<file path="config.mk">
export PLATFORM = sky130hd
export DESIGN_NAME = gate_out_filter
export DESIGN_NICKNAME = d
export VERILOG_FILES = /design/src/rtl/gate_mon_pkg.sv /design/src/rtl/gate_debounce.sv /design/src/rtl/gate_out_filter.sv
export SDC_FILE = /design/constraint.sdc
export NUM_CORES = 1
export LEC_CHECK = 0
export ABC_CLOCK_PERIOD_IN_PS = 1900
export BUFFER_PORTS_ARGS = -buffer_cell sky130_fd_sc_hd__buf_2
export CAP_MARGIN = 20
export CORE_MARGIN = 5
export CORE_UTILIZATION = 46
export CTS_CLUSTER_SIZE = 12
export DETAILED_ROUTE_END_ITERATION = 12
export MAX_ROUTING_LAYER = met4
export PLACE_DENSITY_LB_ADDON = 0.05
export REMOVE_ABC_BUFFERS = 1
export SLEW_MARGIN = 10
export SYNTH_ARGS = -nofsm -noshare
export SYNTH_HDL_FRONTEND = slang
export SYNTH_HIERARCHICAL = 1
export SYNTH_SLANG_ARGS = --single-unit
export TNS_END_PERCENT = 100
</file>
<file path="constraint.sdc">
create_clock -name clk -period 1.9 [get_ports clk]
set_clock_uncertainty 0.05 [all_clocks]
set_input_delay 0.285 -clock clk [delete_from_list [all_inputs] [get_ports clk]]
set_output_delay 0.285 -clock clk [all_outputs]
set_load 0.005 [all_outputs]
</file>
<file path="src/rtl/gate_mon_pkg.sv">
// Shared encodings, defaults and width helper for the gate output monitor.
// Optional build macro: GATE_OUT_FILTER_XZ_CHECK_EN (x/z check on din).
package gate_mon_pkg;

    localparam logic EVT_FALL = 1'b0;
    localparam logic EVT_RISE = 1'b1;

    localparam int DEF_STABLE_CYCLES = 4;
    localparam int DEF_CNT_W         = 16;

    // Stable counter width: never narrower than one bit.
    function automatic int stable_cnt_w(input int stable_cycles);
        int w;
        w = $clog2(stable_cycles);
        return (w < 1) ? 1 : w;
    endfunction

endpackage

</file>
<file path="src/rtl/gate_debounce.sv">
// Two-flop synchroniser plus stable-cycle debounce filter for one gate output.
// With GATE_OUT_FILTER_XZ_CHECK_EN, x/z on din is flagged and ignored.
module gate_debounce
    import gate_mon_pkg::*;
#(
    parameter int STABLE_CYCLES = DEF_STABLE_CYCLES
) (
    input  logic clk,
    input  logic rst,
    input  logic din,
    input  logic en,
    output logic level,
    output logic flip,
    output logic sync_val,
    output logic xz_err
);

    localparam int CW = stable_cnt_w(STABLE_CYCLES);
    localparam logic [CW-1:0] LAST = CW'(STABLE_CYCLES - 1);

    logic          s1;
    logic          s2;
    logic          s1_d;
    logic [CW-1:0] cnt;
    logic          mismatch;

`ifdef GATE_OUT_FILTER_XZ_CHECK_EN
    logic din_bad;

    assign din_bad = (din === 1'bx) || (din === 1'bz);
    // A floating or contended output is treated as no change.
    assign s1_d    = din_bad ? s1 : din;

    always_ff @(posedge clk) begin
        if (rst) begin
            xz_err <= 1'b0;
        end else if (din_bad) begin
            xz_err <= 1'b1;
        end
    end
`else
    assign s1_d   = din;
    assign xz_err = 1'b0;
`endif

    assign mismatch = en && (s2 != level);
    assign flip     = mismatch && (cnt == LAST);
    assign sync_val = s2;

    always_ff @(posedge clk) begin
        if (rst) begin
            s1 <= 1'b0;
            s2 <= 1'b0;
        end else begin
            s1 <= s1_d;
            s2 <= s1;
        end
    end

    always_ff @(posedge clk) begin
        if (rst) begin
            cnt   <= '0;
            level <= 1'b0;
        end else if (flip) begin
            cnt   <= '0;
            level <= s2;
        end else if (mismatch) begin
            cnt   <= cnt + CW'(1);
        end else begin
            cnt   <= '0;
        end
    end

endmodule

</file>
<file path="src/rtl/gate_out_filter.sv">
// Debounced gate output with edge pulses, one-entry event and toggle count.
// Optional build macro: GATE_OUT_FILTER_XZ_CHECK_EN (x/z check on din).
module gate_out_filter
    import gate_mon_pkg::*;
#(
    parameter int STABLE_CYCLES = DEF_STABLE_CYCLES,
    parameter int CNT_W         = DEF_CNT_W
) (
    input  logic             clk,
    input  logic             rst,
    input  logic             din,
    input  logic             en,
    output logic             level,
    output logic             rise,
    output logic             fall,
    output logic             evt_valid,
    input  logic             evt_ready,
    output logic             evt_rise,
    output logic [CNT_W-1:0] toggle_cnt,
    output logic             cnt_sat,
    output logic             overrun,
    output logic             xz_err
);

    logic flip;
    logic sync_val;
    logic accept;

    gate_debounce #(
        .STABLE_CYCLES(STABLE_CYCLES)
    ) u_deb (
        .clk     (clk),
        .rst     (rst),
        .din     (din),
        .en      (en),
        .level   (level),
        .flip    (flip),
        .sync_val(sync_val),
        .xz_err  (xz_err)
    );

    assign accept  = evt_valid && evt_ready;
    assign cnt_sat = &toggle_cnt;

    always_ff @(posedge clk) begin
        if (rst) begin
            rise <= 1'b0;
            fall <= 1'b0;
        end else begin
            rise <= flip && sync_val;
            fall <= flip && !sync_val;
        end
    end

    // A new event may reuse the slot the consumer is emptying this cycle.
    always_ff @(posedge clk) begin
        if (rst) begin
            evt_valid <= 1'b0;
            evt_rise  <= EVT_FALL;
            overrun   <= 1'b0;
        end else if (flip) begin
            if (!evt_valid || accept) begin
                evt_valid <= 1'b1;
                evt_rise  <= sync_val ? EVT_RISE : EVT_FALL;
            end else begin
                overrun   <= 1'b1;
            end
        end else if (accept) begin
            evt_valid <= 1'b0;
        end
    end

    always_ff @(posedge clk) begin
        if (rst) begin
            toggle_cnt <= '0;
        end else if (flip && !cnt_sat) begin
            toggle_cnt <= toggle_cnt + CNT_W'(1);
        end
    end

endmodule

</file>
==> flow_metrics.py, run 1 <==
metrics = {
    "synthesis": {
        "syn_avg_cell_area_um2": 9.13,
        "ys_ff_latch": 26,
        "postSynthCellCount": 130,
        "synth.top_cell.area_share_pct": 43.8,
        "synth.area.top_cells": "dfxtp_1 44%, nor2_1 5.4%, a21oi_1 3.8%",
        "synthArstFlopShare_pct": 0,
        "ys_types": 40,
        "syn_area_mm2": 0.00119,
        "synth-seq-area-share_pct": 43.8,
        "yosysWarnings": 6,
        "synth_edf_count": 0,
        "netlist_top_cells_count": "26 x dfxtp_1, 17 x nor2_1, 9 x a21oi_1, 8 x nor3_1, 7 x nor2b_1",
        "ys.flop_type": "dfxtp_1",
        "yosysMostFrequentCell": "dfxtp_1",
        "netlist.top_cell.by_area": "dfxtp_1",
    },
    "floorplan": {
        "fp-row-count": 18,
        "initial_utilization_pct": 47.9,
        "core_area_mm2": 0.00248,
        "die_h_um": 60.8,
        "die_area_mm2": 0.00370,
        "die_width_um": 60.8,
        "pin_count": 29,
    },
    "critical_path": {
        "crit_slowest_cell": "or4_1",
        "path_max_fanout": 5,
        "required_ps": 2100,
        "cp_common_cell": "nand2_2",
        "worstSetupPathType": "register to register",
        "critPathLaunchType": "register",
        "slowest_delay_ps": 390,
        "cp.arrival_ps": 2050,
        "cp_cell_sequence": "ha_4 -> nand2_2 -> nor2_4 -> and4_4 -> nand2_2 -> buf_6 -> or4_1 -> a21oi_1",
        "crit_family": "simple AND/OR/NAND/NOR gates",
        "worst_setup_path_end_kind": "register",
        "worst-path-buf-inv": 1,
    },
    "route": {
        "vias_per_cell": 5.58,
        "drtIter0Drc": 58,
        "first_pass_iters": 4,
        "drt-wirelength-per-cell_um": 14.8,
        "num_vias": 1161,
        "drc": 0,
        "totalWireLength_um": 3090,
        "drtAntennaViolNets": 0,
    },
    "sta": {
        "hold_viol": 0,
        "period_share_pct": 97.6,
        "tightest_slew_ps": 547,
        "fin_crit_ps": 1850,
        "worst_hold_slack_ps": 123,
        "slew_headroom_pct": 63.6,
        "slew_viol_final": 0,
        "max_freq_mhz": 539,
        "finalSetupViolations": 0,
        "finalWorstSetupSlack_ps": 45.7,
    },
    "final_layout": {
        "n_antenna_cell": 0,
        "seq_area_um2": 536,
        "n_fill_cell": 205,
        "multi_input_area_um2": 711,
        "area_delta_synth_final_pct": 39.8,
        "drive_gt1_share_pct": 51.7,
        "utilization_pct": 67.0,
        "nets": 186,
        "fin_cells": 208,
    },
    "global_routing": {
        "overflow": 0,
        "antenna_found_initial": 0,
        "grt_pass1_vias": 1019,
        "grt_pass1_wl_um": 4460,
        "grt_usage_pct": 16.4,
        "grt_max_degree": 28,
    },
    "run": {
        "cap_violations": 0,
    },
    "status": {
        "status": "finished, final reports clean",
    },
    "placed_design": {
        "dp_hpwl_um": 1930,
        "preCtsSetupSlack_ps": -51.0,
        "dp_cells": 195,
        "portBuffers": 27,
        "gp_congestion": 0.768,
    },
    "power_and_ir_drop": {
        "irDropWorstVdd_mv": 0.427,
        "power_uw": 949,
        "p_leak_uw": 0.000708,
        "p_per_area_mw_per_mm2": 572,
    },
    "clock_network": {
        "path_clk_slew_ps": 130,
        "root_buffer": "clkbuf_4",
        "insertion_delay_ps": 320,
        "cts_sinks": 26,
        "cts_tree": "done",
        "h-tree-depth": 1,
        "clk_path_buf_depth": 2,
        "numCtsBuffers": 3,
        "postCtsHoldBufs": 0,
    },
    "hold_path": {
        "hold_path.class": "input port to register",
    },
}
[layout by cell type, fill, tap and decap left out, drive strengths merged, types with 4 or more instances in the layout]
cell   count
nand3      6
nand4      4
nor2      17
a21oi      9
dfxtp     26
inv        6
buf       49
nor2b      7
nor3       8
nor4       4
[layer usage]
metal | GRT usage (%) | wire [um] | vias to the layer above
li1 | - | - | 569
met1 | 22.1 | 1450 | 553
met2 | 25.0 | 1430 | 35
met3 | 2.55 | 164 | 4
met4 | 5.57 | 41 | 0
met5 | - | 0 | -
[sequential cells by signal, indices dropped and copies added (netlist names)]
| register | cells |
|---|---|
| evt_rise | 1 |
| u_deb/level | 1 |
| toggle_cnt | 16 |
| rise | 1 |
| u_deb/sync_val | 1 |
| overrun | 1 |
| fall | 1 |
| evt_valid | 1 |
| u_deb/s1 | 1 |
| u_deb/cnt | 2 |
[power breakdown]
group          total, uW  internal, uW  leakage [uW]  switching (uW)
registers            549           547      0.000216            1.35
logic               23.1          7.32      0.000464            15.8
clock network        377           213     0.0000279             164
total                949           768      0.000708             181
[final cells by class]
type                    count  area share (%)
clock buffers               3            1.36
clock inverters             1            1.81
inverters                   6            1.36
multi-input cells          93            42.8
flip-flops and latches     26            32.3
well taps                  30            2.26
repair buffers             49            18.2
[through the flow]
stage                     cell area [um^2]  setup TNS (ps)
after floorplan                       1160            -427
after global placement                1430           -20.8
after detailed placement              1430            -225
after CTS                             1510               0
after global routing                  1660           -66.8
final                                 1660               0
[worst reg2reg max path, stage by stage (launching register included)]
cell     delay [ps]
dfxtp_2         380
ha_4            140
nand2_2          70
nor2_4          150
and4_4          230
nand2_2          90
buf_6           150
or4_1           390
a21oi_1         140
[worst paths after layout]
kind | from | endpoint | slack, ps | depth (start not counted)
setup / recovery | u_deb/cnt[0] | toggle_cnt[5] | 50 | 8
hold / removal | din | u_deb/s1 | 120 | 2
setup reg to reg | u_deb/cnt[0] | toggle_cnt[5] | 50 | 8
hold reg to reg | u_deb/s1 | u_deb/sync_val | 420 | 1
[kinds of logic (layout without fill, tap and decap cells)]
logic type / count (synthesis) / in the layout / share of synthesized area, %
AO/OA/AOI/OAI: 22 / 22 / 12.5
XOR/XNOR: 2 / 2 / 1.48
adder cells (fa/ha/maj): 2 / 2 / 2.11
buffers and inverters: 11 / 59 / 4.00
flip-flops: 26 / 26 / 43.8
multiplexers: 4 / 4 / 3.58
other: 1 / 1 / 0.316
AND/OR/NAND/NOR: 62 / 62 / 32.1
[timing repair]
| action | in CTS | in global routing |
|---|---|---|
| gates cloned | 0 | 1 |
| gates resized for setup | 7 | 27 |
| setup endpoints to repair | 10 | 11 |
| pin swaps | 1 | 9 |
| buffers inserted | 1 | 7 |
(Power assumes the default switching activity.)
==> inputs of run 2 (changes only) <==
--- a/config.mk
+++ b/config.mk
@@ -5,11 +5,12 @@
 export SDC_FILE = /design/constraint.sdc
 export NUM_CORES = 1
 export LEC_CHECK = 0
-export ABC_CLOCK_PERIOD_IN_PS = 1900
+export ABC_AREA = 1
+export ABC_CLOCK_PERIOD_IN_PS = 1950
 export BUFFER_PORTS_ARGS = -buffer_cell sky130_fd_sc_hd__buf_2
 export CAP_MARGIN = 20
 export CORE_MARGIN = 5
-export CORE_UTILIZATION = 46
+export CORE_UTILIZATION = 53
 export CTS_CLUSTER_SIZE = 12
 export DETAILED_ROUTE_END_ITERATION = 12
 export MAX_ROUTING_LAYER = met4
==> constraint.sdc (replaced) <==
create_clock -name clk -period 1.95 [get_ports clk]
set_clock_uncertainty 0.05 [all_clocks]
set_input_delay 0.2925 -clock clk [delete_from_list [all_inputs] [get_ports clk]]
set_output_delay 0.2925 -clock clk [all_outputs]
set_load 0.005 [all_outputs]
==> run 2 against run 1 <==
Compared with the run above: synthesized cell count rose by 53%; clock-buffer cell count unchanged; combinational power is 7% higher; critical path type is now register to output pin; largest cell class unchanged; sequential share of layout area up 1.3 points; via count up 8.0%; non-clock buffer count down 17; register-to-register slack gained 160 ps; utilization fell by 3.5 points; routed wire length fell by 8.6%; first-iteration DRC count down 62%; cell area is 6.0% lower.
==> flow_metrics.py, run 2 <==
metrics = {
    "final_layout": {
        "largest_register": "toggle_cnt",
        "layout.cells.most_common": "nor2_1",
        "drive_gt1_share_pct": 24.8,
        "utilization_pct": 63.6,
        "largest_register_ffs": 16,
        "n_fill_cell": 239,
        "nets": 239,
        "layout_common_cells": "47 x nor2_1, 45 x nand2_1, 27 x buf_2, 24 x inv_1, 24 x dfxtp_1",
        "reg_top3": "toggle_cnt (16), u_deb/cnt (2)",
        "area_delta_synth_final_pct": 15.2,
        "n_antenna_cell": 0,
    },
    "power_and_ir_drop": {
        "pwr-share-clk_pct": 28.1,
        "p_sw_uw": 165,
        "irDropWorstVdd_mv": 0.403,
        "seqPwrFrac_pct": 68.7,
        "combinationalPowerShare_pct": 3.2,
        "p_per_area_mw_per_mm2": 499,
        "p_sw_share_pct": 21.2,
        "p_leak_uw": 0.000742,
        "internal_power_uw": 614,
    },
    "route": {
        "vias_per_cell": 4.82,
        "totalWireLength_um": 2820,
        "drtIter0Drc": 22,
        "drt-wirelength-per-cell_um": 10.9,
        "num_vias": 1254,
        "drc": 0,
        "drtAntennaViolNets": 0,
        "first_pass_iters": 4,
    },
    "synthesis": {
        "synth-seq-area-share_pct": 38.4,
        "ys_types": 24,
        "syn_area_mm2": 0.00135,
        "netlist.top_cell.by_area": "dfxtp_1",
        "synthArstFlopShare_pct": 0,
        "netlist_top_cells_count": "47 x nor2_1, 45 x nand2_1, 26 x dfxtp_1, 24 x inv_1",
        "yosysMostFrequentCell": "nor2_1",
        "yosysWarnings": 6,
        "synth.area.top_cells": "dfxtp_1 38%, nor2_1 13%, nand2_1 12%",
        "postSynthCellCount": 199,
        "synth_edf_count": 0,
        "ys.flop_type": "dfxtp_1",
        "ys_ff_latch": 26,
        "synth.top_cell.area_share_pct": 38.4,
        "syn_avg_cell_area_um2": 6.80,
    },
    "clock_network": {
        "root_buffer": "clkbuf_4",
        "clk_path_buf_depth": 2,
        "h-tree-depth": 1,
        "cts_sinks": 26,
        "cts_tree": "done",
        "path_clk_slew_ps": 130,
        "insertion_delay_ps": 310,
        "numCtsBuffers": 3,
    },
    "floorplan": {
        "core_area_mm2": 0.00245,
        "die_h_um": 60.5,
        "initial_utilization_pct": 55.1,
        "die_area_mm2": 0.00367,
        "die_width_um": 60.5,
        "pin_count": 29,
        "fp-row-count": 18,
    },
    "global_routing": {
        "grt_pass1_vias": 1190,
        "grt_pass1_wl_um": 4730,
        "overflow": 0,
        "antenna_found_initial": 0,
        "grt_usage_pct": 17.3,
        "grt_max_degree": 18,
    },
    "sta": {
        "tightest_slew_ps": 527,
        "max_freq_mhz": 546,
        "period_share_pct": 93.9,
        "tns_ps": 0,
        "slew_headroom_pct": 64.8,
        "slew_viol_final": 0,
        "rsz0062_at_grt": "no",
        "finalSetupViolations": 0,
        "hold_viol": 0,
        "fin_crit_ps": 1830,
    },
    "run": {
        "cap_violations": 0,
    },
    "critical_path": {
        "cp_cell_sequence": "ha_1 -> nand2_1 -> nor2_4 -> nand2_2 -> nor2_8 -> buf_2",
        "critPathLaunchType": "register",
        "slowest_delay_ps": 380,
        "crit_family": "simple AND/OR/NAND/NOR gates",
        "path_max_fanout": 5,
        "cp.arrival_ps": 1490,
        "required_ps": 1610,
        "worst_setup_path_end_kind": "output pin",
        "worstSetupPathType": "register to output pin",
        "worst-path-buf-inv": 1,
        "crit_slowest_cell": "dfxtp_2",
        "r2r_setup_slack_ps": 210,
    },
    "status": {
        "status": "finished, final reports clean",
    },
    "placed_design": {
        "dp_hpwl_um": 2120,
        "portBuffers": 27,
        "gp_congestion": 0.807,
    },
    "hold_path": {
        "hold_path.class": "input port to register",
    },
}
[run 2: changes by cell type in the layout (fill, tap and decap cells not counted), moves of 10 or more]
cell / change
buf_4: -15
dfxtp_1: +10
dfxtp_2: -10
inv_1: +18
nand2_1: +44
nor2_1: +31
[run 2: path summary, 6_finish.rpt]
check                                    from              to  depth (start not counted)
worst max-delay path            toggle_cnt[0]         cnt_sat                          6
worst min-delay path                      din        u_deb/s1                          3
worst max register to register   u_deb/cnt[0]  toggle_cnt[11]                          9
worst min register to register       u_deb/s1  u_deb/sync_val                          2
[run 2: cell families (layout without fill, tap and decap cells)]
logic type,Yosys count,count (layout),share of synthesized area (%)
and+or+nand+nor,126,126,44.1
buffers and inverters,28,59,9.15
DFF,26,26,38.4
AOI/OAI and AO/OA,16,16,6.19
adders and majority gates,2,2,1.85
other,1,1,0.277
[run 2: worst register-to-register path: stages, from the launching register on]
cell and delay, ps:
dfxtp_1 360, ha_1 210, nor3b_2 250, nand2_1 90, nor2_2 140, nand2_1 150, nor2_1 200, nand3_2 90
nand2_1 70, nor2_1 50
[run 2: stage by stage]
stage | hold slack (ps) | worst slack (ps) | instance area (um^2) | total power, uW | cells
2_1_floorplan | 312 | 33.5 | 1320 | 561 | 195
3_3_place_gp | 353 | 210 | 1500 | 571 | 253
3_5_place_dp | 356 | 128 | 1500 | 572 | 253
4_1_cts | 114 | 1.62 | 1520 | 790 | 256
5_1_grt | 113 | 7.87 | 1560 | 819 | 260
6_report | 126 | 119 | 1560 | 779 | 260
[run 2: routing by layer]
layer	up-vias	GRT usage (%)	wire length (um)
li1	670	-	-
met1	550	19.4	1310
met2	30	30.4	1380
met3	4	2.77	95
met4	0	7.43	32
met5	-	-	0
[run 2: what timing repair did]
action	CTS	global route
setup endpoints to repair	1	7
hold buffers	0	0
resized for setup	1	2
pin swaps	0	1
buffers inserted	0	4
[run 2: final cells by class]
| class | count | area (um^2) | area share (%) |
|---|---|---|---|
| clock buffers | 3 | 22.5 | 1.44 |
| inverters | 24 | 90.1 | 5.77 |
| multi-input cells | 145 | 714 | 45.8 |
| flip-flops and latches | 26 | 523 | 33.5 |
| well taps | 30 | 37.5 | 2.41 |
| repair buffers | 32 | 173 | 11.1 |
[run 2: power by group through the flow]
| stage | clock network (uW) | registers (uW) | logic [uW] |
|---|---|---|---|
| finish | 219 | 535 | 24.8 |
| global route | 254 | 536 | 28.2 |
| global placement | 0 | 547 | 24.2 |
| detailed placement | 0 | 547 | 24.6 |
| CTS | 230 | 535 | 24.7 |
| floorplan | 0 | 547 | 14.4 |
==> inputs of run 3 (changes only) <==
--- a/config.mk
+++ b/config.mk
@@ -5,12 +5,12 @@
 export SDC_FILE = /design/constraint.sdc
 export NUM_CORES = 1
 export LEC_CHECK = 0
-export ABC_AREA = 1
+export ABC_AREA = 0
 export ABC_CLOCK_PERIOD_IN_PS = 1950
 export BUFFER_PORTS_ARGS = -buffer_cell sky130_fd_sc_hd__buf_2
 export CAP_MARGIN = 20
 export CORE_MARGIN = 5
-export CORE_UTILIZATION = 53
+export CORE_UTILIZATION = 51
 export CTS_CLUSTER_SIZE = 12
 export DETAILED_ROUTE_END_ITERATION = 12
 export MAX_ROUTING_LAYER = met4
==> run 3 against run 2 <==
Compared with the run above: register-to-register slack got worse by 110 ps; clock-buffer cell count rose by 1; combinational power fell by 23%; cell count fell by 24%; clock power rose by 22%; via count fell by 12%; critical path depth rose by 2; sequential share of layout area rose by 1.5 points; global-route usage rose by 0.63 points; utilization rose by 4.6 points; cell area fell by 3.4%; maximum frequency fell by 1.1%.
==> flow_metrics.py, run 3 (synthesized netlist as in run 1, its figures left out) <==
metrics = {
    "sta": {
        "worst_hold_slack_ps": 136,
        "period_share_pct": 94.9,
        "max_freq_mhz": 540,
        "finalWorstSetupSlack_ps": 99.3,
        "fin_crit_ps": 1850,
        "hold_viol": 0,
        "finalSetupViolations": 0,
        "tns_ps": 0,
        "slew_viol_final": 0,
    },
    "route": {
        "vias_per_cell": 5.58,
        "first_pass_iters": 4,
        "totalWireLength_um": 2780,
        "drtAntennaViolNets": 0,
        "drtIter0Drc": 28,
        "drc": 0,
        "drt-wirelength-per-cell_um": 14.0,
        "num_vias": 1104,
    },
    "final_layout": {
        "layout_common_cells": "27 x buf_2, 20 x dfxtp_1, 16 x nor2_1, 14 x buf_4, 9 x a21oi_1",
        "area_delta_synth_final_pct": 27.0,
        "n_antenna_cell": 0,
        "largest_register": "toggle_cnt",
        "layout.cells.most_common": "buf_2",
        "nets": 178,
        "reg_top3": "toggle_cnt (16), u_deb/cnt (2)",
        "largest_register_ffs": 16,
        "utilization_pct": 68.2,
        "drive_gt1_share_pct": 38.2,
        "fin_cells": 198,
    },
    "floorplan": {
        "pin_count": 29,
        "die_width_um": 58.3,
        "die_area_mm2": 0.00339,
        "initial_utilization_pct": 53.7,
        "fp-row-count": 17,
        "core_area_mm2": 0.00221,
        "die_h_um": 58.3,
    },
    "critical_path": {
        "required_ps": 2160,
        "crit_family": "simple AND/OR/NAND/NOR gates",
        "cp_common_cell": "nand2_1",
        "r2r_end": "toggle_cnt[11]",
        "worstSetupStartpoint": "u_deb/cnt[1]",
        "crit_end": "toggle_cnt[11]",
        "cp.arrival_ps": 2060,
        "slowest_delay_ps": 400,
        "path_depth": 8,
        "r2r_setup_slack_ps": 100,
        "reg2reg_from": "u_deb/cnt[1]",
        "crit_slowest_cell": "or4_1",
        "cp_cell_sequence": "ha_1 -> nand2_1 -> nor2_4 -> and4_1 -> nand2_1 -> buf_4 -> or4_1 -> a21oi_1",
        "critPathLaunchType": "register",
        "worstSetupPathType": "register to register",
        "path_max_fanout": 11,
        "worstRegToRegCells": 8,
        "worst_setup_path_end_kind": "register",
        "worst-path-buf-inv": 1,
    },
    "run": {
        "cap_violations": 0,
    },
    "global_routing": {
        "antenna_found_initial": 0,
        "grt_max_degree": 28,
        "grt_usage_pct": 18.0,
        "grt_pass1_wl_um": 4730,
        "overflow": 0,
        "grt_pass1_vias": 1081,
    },
    "power_and_ir_drop": {
        "irDropWorstVdd_mv": 0.503,
        "p_sw_share_pct": 20.4,
        "internal_power_uw": 654,
        "p_sw_uw": 167,
        "combinationalPowerShare_pct": 2.3,
        "p_per_area_mw_per_mm2": 544,
        "pwr-share-clk_pct": 32.5,
        "p_leak_uw": 0.000655,
        "seqPwrFrac_pct": 65.2,
    },
    "clock_network": {
        "root_buffer": "clkbuf_4",
        "cts_tree": "done",
        "h-tree-depth": 1,
        "clk_path_buf_depth": 2,
        "cts_sinks": 26,
        "insertion_delay_ps": 310,
        "numCtsBuffers": 3,
        "path_clk_slew_ps": 140,
    },
    "placed_design": {
        "dp_hpwl_um": 2000,
        "portBuffers": 27,
        "preCtsSetupSlack_ps": 45.2,
        "gp_congestion": 0.786,
        "dp_cells": 190,
    },
    "hold_path": {
        "hold_depth": 2,
        "hold_path.class": "input port to register",
    },
    "status": {
        "status": "finished, final reports clean",
    },
}
==> run 3: changes by cell type in the layout (fill, tap and decap cells not counted), sizes merged, moves of 4 or more <==
cell,delta
buf,+9
nor2,-41
nand2,-47
nor3,+5
nor2b,+6
nand3,-5
inv,-18
nor4,+4
==> run 3: final cells by class <==
class                           instances  area (um^2)
Sequential cell                        26          528
Clock buffer                            4         36.3
Fill cell                             189          704
Timing Repair Buffer                   41          240
Inverter                                6         22.5
Multi-Input combinational cell         93          646
Tap cell                               28         35.0
==> run 3: routing by layer <==
layer	routed length, um	global-route usage (%)	vias to the layer above
li1	-	-	551
met1	1310	22.3	530
met2	1340	29.7	21
met3	106	2.23	2
met4	18	6.62	0
met5	0	-	-
==> run 3: timing repair <==
action | in CTS | in global routing
pin swaps | 1 | 5
buffers inserted | 1 | 3
setup endpoints to repair | 1 | 12
resized for setup | 3 | 9
hold buffers | 0 | 0
gates cloned | 0 | 0
==> run 3: how the worst min path moves through the flow <==
stage,from,to
after global placement,u_deb/s1,u_deb/sync_val
after floorplan,rst,toggle_cnt[10]
after CTS,din,u_deb/s1
after global routing,din,u_deb/s1
after detailed placement,u_deb/s1,u_deb/sync_val
final,din,u_deb/s1
==> run 3: power by group through the flow <==
stage | registers [uW] | logic [uW] | clock network (uW)
after CTS | 535 | 18.2 | 278
after floorplan | 546 | 5.03 | 0
after global routing | 536 | 21.6 | 300
after detailed placement | 547 | 18.2 | 0
after global placement | 546 | 17.4 | 0
final | 535 | 19.2 | 267
==> run 3: metrics by stage <==
| step | instance area [um^2] | total power (uW) |
|---|---|---|
| final | 1510 | 821 |
| after global routing | 1510 | 858 |
| after CTS | 1460 | 831 |
| after detailed placement | 1410 | 565 |
| after global placement | 1410 | 564 |
| after floorplan | 1160 | 551 |
